===== src/rtl/mem_pipe_pkg.sv =====
// Shared types and helpers for the data-memory pipeline.
// Access-size encodings, store strobes and lane replication.
package mem_pipe_pkg;

  typedef logic [31:0] word_t;
  typedef logic [4:0]  tag_t;

  typedef struct packed {
    logic write_rd;
    logic do_load;
    logic do_store;
    logic do_branch;
  } instr_t;

  localparam logic [2:0] F3_B  = 3'b000;
  localparam logic [2:0] F3_H  = 3'b001;
  localparam logic [2:0] F3_W  = 3'b010;
  localparam logic [2:0] F3_BU = 3'b100;
  localparam logic [2:0] F3_HU = 3'b101;

  typedef enum logic {
    LT_IDLE,
    LT_WAIT
  } lt_state_e;

  typedef struct packed {
    logic       valid;
    instr_t     itype;
    logic [2:0] funct3;
    tag_t       rd;
    word_t      value;
    word_t      sdata;
  } s4a_t;

  typedef struct packed {
    logic       valid;
    instr_t     itype;
    logic [2:0] funct3;
    tag_t       rd;
    word_t      value;
  } s4b_t;

  typedef struct packed {
    logic   valid;
    instr_t itype;
    tag_t   rd;
    word_t  value;
  } s5_t;

  function automatic logic [3:0] wstrb_for(
    input logic [2:0] size,
    input logic [1:0] a
  );
    logic [3:0] s;
    unique case (size)
      F3_B:    s = 4'b0001 << a;
      F3_H:    s = a[1] ? 4'b1100 : 4'b0011;
      F3_W:    s = 4'b1111;
      default: s = 4'b0000;
    endcase
    return s;
  endfunction

  function automatic word_t lane_rep(
    input logic [2:0] size,
    input word_t      d
  );
    word_t r;
    unique case (size)
      F3_B:    r = {4{d[7:0]}};
      F3_H:    r = {2{d[15:0]}};
      default: r = d;
    endcase
    return r;
  endfunction

  function automatic logic is_misaligned(
    input logic [2:0] size,
    input logic [1:0] a
  );
    logic m;
    unique case (size)
      F3_H, F3_HU: m = a[0];
      F3_W:        m = |a;
      default:     m = 1'b0;
    endcase
    return m;
  endfunction

endpackage


===== src/rtl/mem_pipe_load_align.sv =====
// Load data alignment: picks the addressed byte/half
// out of the returned word and sign- or zero-extends it.
module load_align
  import mem_pipe_pkg::*;
(
  input  word_t      rdata,
  input  logic [1:0] a,
  input  logic [2:0] funct3,
  output word_t      data
);

  word_t sh;

  always_comb begin
    sh = rdata >> {a, 3'b000};
    unique case (funct3)
      F3_B:    data = {{24{sh[7]}}, sh[7:0]};
      F3_BU:   data = {24'h0, sh[7:0]};
      F3_H:    data = {{16{sh[15]}}, sh[15:0]};
      F3_HU:   data = {16'h0, sh[15:0]};
      default: data = rdata;
    endcase
  end

endmodule


===== src/rtl/mem_pipe.sv =====
// Stages 4a (issue), 4b (data return) and 5 (result)
// with a single-outstanding load tracker and stall logic.
module mem_pipe
  import mem_pipe_pkg::*;
(
  input  logic       clock,
  input  logic       reset,
  input  logic       s3_valid,
  input  instr_t     s3_instr_type,
  input  logic [2:0] s3_funct3,
  input  tag_t       s3_rd,
  input  word_t      s3_result,
  input  word_t      s3_store_data,
  output logic       dmem_req,
  output logic       dmem_we,
  output word_t      dmem_addr,
  output word_t      dmem_wdata,
  output logic [3:0] dmem_wstrb,
  input  logic       dmem_ready,
  input  logic       dmem_rvalid,
  input  word_t      dmem_rdata,
  output logic       s4a_valid,
  output logic       s4b_valid,
  output logic       s5_valid,
  output instr_t     s4a_instr_type,
  output instr_t     s4b_instr_type,
  output instr_t     s5_instr_type,
  output tag_t       s4a_rd,
  output tag_t       s4b_rd,
  output tag_t       s5_rd,
  output word_t      s4a_value,
  output word_t      s4b_value,
  output word_t      s5_value,
  output logic       mem_stall,
  output logic       misaligned,
  output word_t      misaligned_addr
);

  s4a_t      a_q;
  s4b_t      b_q;
  s5_t       c_q;
  lt_state_e state;
  lt_state_e state_nx;

  logic  waiting;
  logic  a_mem;
  logic  a_mis;
  logic  a_go;
  logic  stall_4a;
  logic  stall_4b;
  logic  stall;
  logic  req;
  logic  ld_acc;
  word_t b_ld;

  always_comb begin
    a_mem = a_q.valid
          && (a_q.itype.do_load || a_q.itype.do_store);
    a_mis = a_mem
          && is_misaligned(a_q.funct3, a_q.value[1:0]);
    a_go  = a_mem && !a_mis;
    stall_4b = b_q.valid && b_q.itype.do_load
             && waiting && !dmem_rvalid;
    stall_4a = a_go && (!dmem_ready || stall_4b);
    stall    = stall_4a || stall_4b;
    req      = a_go && !stall_4b;
    ld_acc   = req && dmem_ready && !a_q.itype.do_store;
  end

  load_align u_align (
    .rdata  (dmem_rdata),
    .a      (b_q.value[1:0]),
    .funct3 (b_q.funct3),
    .data   (b_ld)
  );

  assign s4b_value = b_q.itype.do_load ? b_ld : b_q.value;

  always_ff @(posedge clock) begin
    if (reset) begin
      a_q <= '0;
      b_q <= '0;
      c_q <= '0;
    end else begin
      if (!stall) begin
        a_q <= '{valid:  s3_valid,
                 itype:  s3_instr_type,
                 funct3: s3_funct3,
                 rd:     s3_rd,
                 value:  s3_result,
                 sdata:  s3_store_data};
      end
      // a stalled or dropped 4a op leaves a bubble behind it
      if (!stall_4b) begin
        b_q.valid  <= a_q.valid && !a_mis && !stall_4a;
        b_q.itype  <= a_q.itype;
        b_q.funct3 <= a_q.funct3;
        b_q.rd     <= a_q.rd;
        b_q.value  <= a_q.value;
      end
      if (stall_4b) begin
        c_q.valid <= 1'b0;
      end else begin
        c_q <= '{valid: b_q.valid,
                 itype: b_q.itype,
                 rd:    b_q.rd,
                 value: s4b_value};
      end
    end
  end

  always_ff @(posedge clock) begin
    if (reset) state <= LT_IDLE;
    else       state <= state_nx;
  end

  always_comb begin
    state_nx = state;
    unique case (state)
      LT_IDLE: if (ld_acc) state_nx = LT_WAIT;
      LT_WAIT: if (dmem_rvalid)
                 state_nx = ld_acc ? LT_WAIT : LT_IDLE;
    endcase
  end

  always_comb begin
    waiting = (state == LT_WAIT);
  end

  assign dmem_req   = req && !reset;
  assign dmem_we    = a_q.itype.do_store;
  assign dmem_addr  = {a_q.value[31:2], 2'b00};
  assign dmem_wdata = lane_rep(a_q.funct3, a_q.sdata);
  assign dmem_wstrb = a_q.itype.do_store
                    ? wstrb_for(a_q.funct3, a_q.value[1:0])
                    : 4'b0000;

  assign mem_stall       = stall && !reset;
  assign misaligned      = a_mis && !stall_4b && !reset;
  assign misaligned_addr = a_q.value;

  assign s4a_valid      = a_q.valid;
  assign s4a_instr_type = a_q.itype;
  assign s4a_rd         = a_q.rd;
  assign s4a_value      = a_q.value;
  assign s4b_valid      = b_q.valid;
  assign s4b_instr_type = b_q.itype;
  assign s4b_rd         = b_q.rd;
  assign s5_valid       = c_q.valid;
  assign s5_instr_type  = c_q.itype;
  assign s5_rd          = c_q.rd;
  assign s5_value       = c_q.value;

endmodule

===== config.mk =====
export PLATFORM = sky130hd
export DESIGN_NAME = mem_pipe
export DESIGN_NICKNAME = d
export VERILOG_FILES = /design/src/rtl/mem_pipe_pkg.sv /design/src/rtl/mem_pipe_load_align.sv /design/src/rtl/mem_pipe.sv
export SDC_FILE = /design/constraint.sdc
export NUM_CORES = 1
export LEC_CHECK = 0
export BUFFER_PORTS_ARGS = -buffer_cell sky130_fd_sc_hd__buf_2
export CAP_MARGIN = 20
export CORE_MARGIN = 4
export CORE_UTILIZATION = 40
export CTS_BUF_LIST = sky130_fd_sc_hd__clkbuf_8
export DETAILED_ROUTE_END_ITERATION = 12
export GPL_TIMING_DRIVEN = 1
export PLACE_DENSITY = 0.8
export SYNTH_ARGS = -nofsm -noshare
export SYNTH_HDL_FRONTEND = slang
export SYNTH_SLANG_ARGS = --single-unit

===== constraint.sdc =====
create_clock -name clock -period 1.7 [get_ports clock]
set_clock_uncertainty 0.1 [all_clocks]
set_input_delay 0.085 -clock clock [delete_from_list [all_inputs] [get_ports clock]]
set_output_delay 0.085 -clock clock [all_outputs]
set_load 0.02 [all_outputs]

After elaboration in Yosys (flattened, before gate mapping)
Index checks and enable logic that the tools add are counted.
{"block": "op_classes", "n_eq_ne": 6, "n_shift": 2, "n_mux": 10, "bitwise_logic": 1, "reduce_logical": 31}
{"op": "$pmux W32 S4", "n": 1}
{"op": "$pmux W32 S2", "n": 1}
{"op": "$mux W32", "n": 1}
{"op": "$shr A32 B5 Y16", "n": 1}
{"op": "$logic_and A1 B1 Y1", "n": 16}
{"op": "$pmux W4 S3", "n": 1}
{"op": "$eq A3 B3 Y1 const B", "n": 3}
{"op": "$mux W4", "n": 2}
{"op": "$logic_not A1 Y1", "n": 7}
{"op": "$eq A3 B1 Y1 const B", "n": 2}
{"op": "$logic_not A3 Y1", "n": 2}
{"op": "$reduce_or A2 Y1", "n": 3}
{"op": "$pmux W1 S2", "n": 2}
{"op": "$shl A1 B2 Y4 const A", "n": 1}
{"op": "$eq A3 B2 Y1 const B", "n": 1}
{"op": "$logic_or A1 B1 Y1", "n": 3}
{"op": "$mux W1", "n": 2}
{"op": "$not A1 Y1", "n": 1}
{"block": "totals", "regBits": 165, "output_inout_bits": 230, "elab_cells": 75}

Depth between registers and ports, before layout
{"block": "logic_depth", "ltp_word": 12, "mapped_depth": 8, "ltp_nobuf": 4}

Modules after synthesis
Synthesis repeated with hierarchy kept, for this count alone.
{"block": "unflattened", "hier_cells": 1055, "hier_area_um2": 8943.6}
{"module": "mem_pipe", "n_inst": 1, "cells_per_inst": 944, "area_per_inst_um2": 8227.9}
{"module": "load_align", "n_inst": 1, "cells_per_inst": 111, "area_per_inst_um2": 715.7}

Worst setup path after synthesis
No wires, ideal clock.
{"block": "synth_path", "path_kind": "reg2out", "start": "register b_q, in the netlist s4b_instr_type[2]", "end": "output port misaligned", "t_arrival_ns": 1.666, "t_required_ns": 1.515, "path_slack_ns": -0.151, "stages_incl_launch_ff": 7, "n_path_buf": 3, "cell_sequence": "dfxtp_1 buf_4 clkinv_1 nor2_1 buf_2 buf_2 nor4_1"}
{"block": "synth_between", "elab_chain_len": 6}
{"item": "start, declared", "line_no": "mem_pipe.sv:40", "text": "s4b_t b_q;"}
{"item": "$logic_and A1 B1 Y1", "line_no": "mem_pipe.sv:62", "text": "stall_4b = b_q.valid && b_q.itype.do_load"}
{"item": "$logic_and A1 B1 Y1 (2 in a row)", "line_no": "mem_pipe.sv:63", "text": "&& waiting && !dmem_rvalid;"}
{"item": "$logic_not A1 Y1", "line_no": "mem_pipe.sv:139", "text": "assign misaligned = a_mis && !stall_4b && !reset;"}
{"item": "$logic_and A1 B1 Y1 (2 in a row)", "line_no": "mem_pipe.sv:139"}
{"item": "end, declared", "line_no": "mem_pipe.sv:35", "text": "output logic misaligned,"}
No other way between the ends.

Final worst setup path
{"block": "layout_path", "start": "register b_q[1] (netlist name)", "end": "output port s4b_value[24]"}
{"block": "layout_between", "elab_chain_len": 3}
{"item": "$shr A32 B5 Y16", "line_no": "mem_pipe_load_align.sv:15", "text": "sh = rdata >> {a, 3'b000};"}
{"item": "$pmux W32 S4", "line_no": "mem_pipe_load_align.sv:16", "text": "unique case (funct3)"}
{"item": "$mux W32", "line_no": "mem_pipe.sv:77", "text": "assign s4b_value = b_q.itype.do_load ? b_ld : b_q.value;"}
{"item": "end, declared", "line_no": "mem_pipe.sv:32", "text": "output word_t s4b_value,"}
No other way between the ends.

==> flow_metrics.env <==
export IMPL_reg2reg_from="a_q[70]"
export IMPL_cap_violations=0
export IMPL_drv_slew=0
export IMPL_clockBufferDepth=2
export IMPL_numPortBuffers=340
export IMPL_gp_congestion=0.930
export IMPL_ios=343
export IMPL_grt_pass1_vias=9409
export IMPL_required_ns=1.51
export IMPL_final_setup_worst_slack_ns=-0.570
export IMPL_critical_path_max_stage_delay_ns=0.40
export IMPL_peakVddDrop_v=0.000580
export IMPL_hold_ws_ns=0.0329
export IMPL_crit_fanout=8
export IMPL_startpoint="b_q[1]"
export IMPL_crit_path_end_kind="output pin"
export IMPL_coreArea_sq_um=22100
export IMPL_synth_area_per_cell_sq_um=8.57
export IMPL_finalSetupTns_ns=-47.67
export IMPL_rsz0062_at_grt="true"
export IMPL_min_period_ns=2.27
export IMPL_fin_crit_sh_pct=134
export IMPL_syn_to_final_growth_pct=50.2
export IMPL_grt_overflow=0
export IMPL_final_nets=1556
export IMPL_antenna_found_initial=0
export IMPL_grt_max_degree=87
export IMPL_routed_via_density=5.43
export IMPL_wl_per_cell_microns=21.2
export IMPL_stdcell_count=1735
export IMPL_dpl_cell_count=1559
export IMPL_ctsHtreeMaxLevel=4
export IMPL_drive_gt1_share_pct=42.0
export IMPL_clk_latency_ns=0.46
export IMPL_holdCritStartpoint="dmem_rdata[13]"
export IMPL_drc_errors=0
export IMPL_ys_warnings_count=0
export IMPL_clockRootBuffer="clkbuf_8"
export IMPL_cp_data_arrival_time_ns=2.09
export IMPL_post_route_util_pct=62.0
export IMPL_synth_area_sq_um=9110
export IMPL_dr_pass1_iters=6
export IMPL_slowest_stage="dfxtp_4"
export IMPL_cts_sinks=165
export IMPL_ys_ff_latch=165
export IMPL_crit_type="reg2out"
export IMPL_grt_use_total_pct=25.6
export IMPL_hold_viol=0
export IMPL_die_w_microns=159
export IMPL_seq_area_frac_synth_pct=36.2
export IMPL_placementRows=54
export IMPL_synth_main_ff_cell="dfxtp_1"
export IMPL_clk_pin_slew_ns=0.10
export IMPL_cpLargestDelayFamily="compound AO/OA/AOI/OAI gates"
export IMPL_dr_total_vias=9418
export IMPL_ys_types=58
export IMPL_synth_commonest_cells="165 x dfxtp_1, 165 x nand2b_1, 140 x nand2_1, 131 x buf_4, 90 x a21oi_1"
export IMPL_syn_inst=1063
export IMPL_diodes=0
export IMPL_post_synth_top_area_fraction_pct=36.2
export IMPL_violations="negative setup slack"
export IMPL_drtIter0Drc=834
export IMPL_numCtsBuffers=17
export IMPL_yosys_area_top_type="dfxtp_1"
export IMPL_antenna_left=0
export IMPL_p_per_area_nw_per_um2=766
export IMPL_status="finished with violations"
export IMPL_start_util_pct=41.2
export IMPL_cts_tree="built"
export IMPL_max_freq_ghz=0.440
export IMPL_hp_class="in2reg"
export IMPL_die_y_microns=159
export IMPL_power_leakage_nw=6.50
export IMPL_start_kind="flop"
export IMPL_synth_area_leaders="dfxtp_1 36%, nand2b_1 11%, buf_4 11%"
export IMPL_async_flop_share_pct=0
export IMPL_die_area_sq_um=25300
export IMPL_grt_pass1_wl_mm=52.7
export IMPL_synth_edff_count=0
export IMPL_setup_viol=157
export IMPL_wl_mm=36.7
export IMPL_power_w=0.0105
export IMPL_post_dp_hpwl_mm=21.3
export IMPL_path_cells="mux2_4, o221a_4, o22ai_4, buf_6, a21oi_2, buf_4"
export IMPL_path_buf_inv=2
sequential cells by signal, indices dropped and copies added, names as in the netlist:
name	flops
misaligned_addr	32
s4a_rd	5
dmem_we	1
s4b_rd	5
a_q	35
s4a_valid	1
s5_rd	5
s5_valid	1
state	1
s4b_instr_type	4
s4a_instr_type	3
b_q	35
s4b_valid	1
s5_instr_type	4
s5_value	32
worst reg2reg max path: stages (launching register included):
cell and delay [ns]:
dfxtp_4 0.39, and3b_2 0.23, nor3_4 0.30, a21oi_4 0.14, buf_6 0.14, buf_8 0.13
buf_16 0.15, buf_8 0.14, mux2i_1 0.31
per-stage QoR:
step	worst slack [ns]	cell area, sq um
2_1_floorplan	-0.104	9160
3_3_place_gp	-0.275	10600
3_5_place_dp	-0.327	10600
4_1_cts	-0.572	13200
5_1_grt	-0.640	13700
6_report	-0.570	13700
final timing paths:
kind / cells past startpoint / slack (ns) / to
worst max register to register: 8 / -0.43 / a_q[17]
worst min-delay path: 4 / 0.03 / s5_value[13]
worst min register to register: 2 / 0.35 / s5_rd[0]
worst max-delay path: 6 / -0.57 / s4b_value[24]
metal layers:
layer / track usage, % / wire length, microns
met3: 6.06 / 2660
met4: 10.3 / 1570
met1: 30.5 / 14300
met5: 0 / 0
met2: 44.7 / 18200
area by class of cell:
| type | count | area [sq um] |
|---|---|---|
| repair buffers | 559 | 4460 |
| clock inverters | 11 | 174 |
| clock buffers | 20 | 275 |
| flip-flops and latches | 165 | 3320 |
| fillers | 1664 | 8400 |
| multi-input cells | 691 | 5070 |
| inverters | 9 | 35.0 |
| well taps | 280 | 350 |
report_power, final:
group	total [W]	leakage [nW]	internal, W	switching (W)
clock network	0.00331	0.217	0.00172	0.00159
registers	0.00429	1.37	0.00407	0.000225
logic	0.00288	4.91	0.00136	0.00152
total	0.0105	6.50	0.00715	0.00333
cell families (layout without fill, tap and decap cells):
logic type | Yosys count | after routing | synth area share (%)
other | 1 | 2 | 0.0412
DFF | 165 | 165 | 36.2
buffers and inverters | 208 | 599 | 14.7
AOI/OAI and AO/OA | 174 | 174 | 13.4
and+or+nand+nor | 402 | 402 | 22.7
muxes | 113 | 113 | 12.9
placed cells by master (no fill, tap or decap), types with 17 or more instances in the layout:
cell type	count
buf_2	283
nand2b_1	162
dfxtp_1	158
nand2_1	140
dlygate4sd3_1	105
mux2i_1	80
buf_6	79
a21oi_1	60
buf_4	58
nor2_1	46
clkbuf_8	20
a21oi_2	19
mux2_4	17
repair_timing:
action                                 in CTS  in global routing
pin swaps                                  27                 18
gates cloned                               10                  0
hold buffers                              105                  0
buffers inserted                           21                 19
setup endpoints to repair                 131                168
endpoints found under the hold margin     107                  0
gates resized for setup                   176                147
No activity file was read; power rests on OpenSTA's default activity.
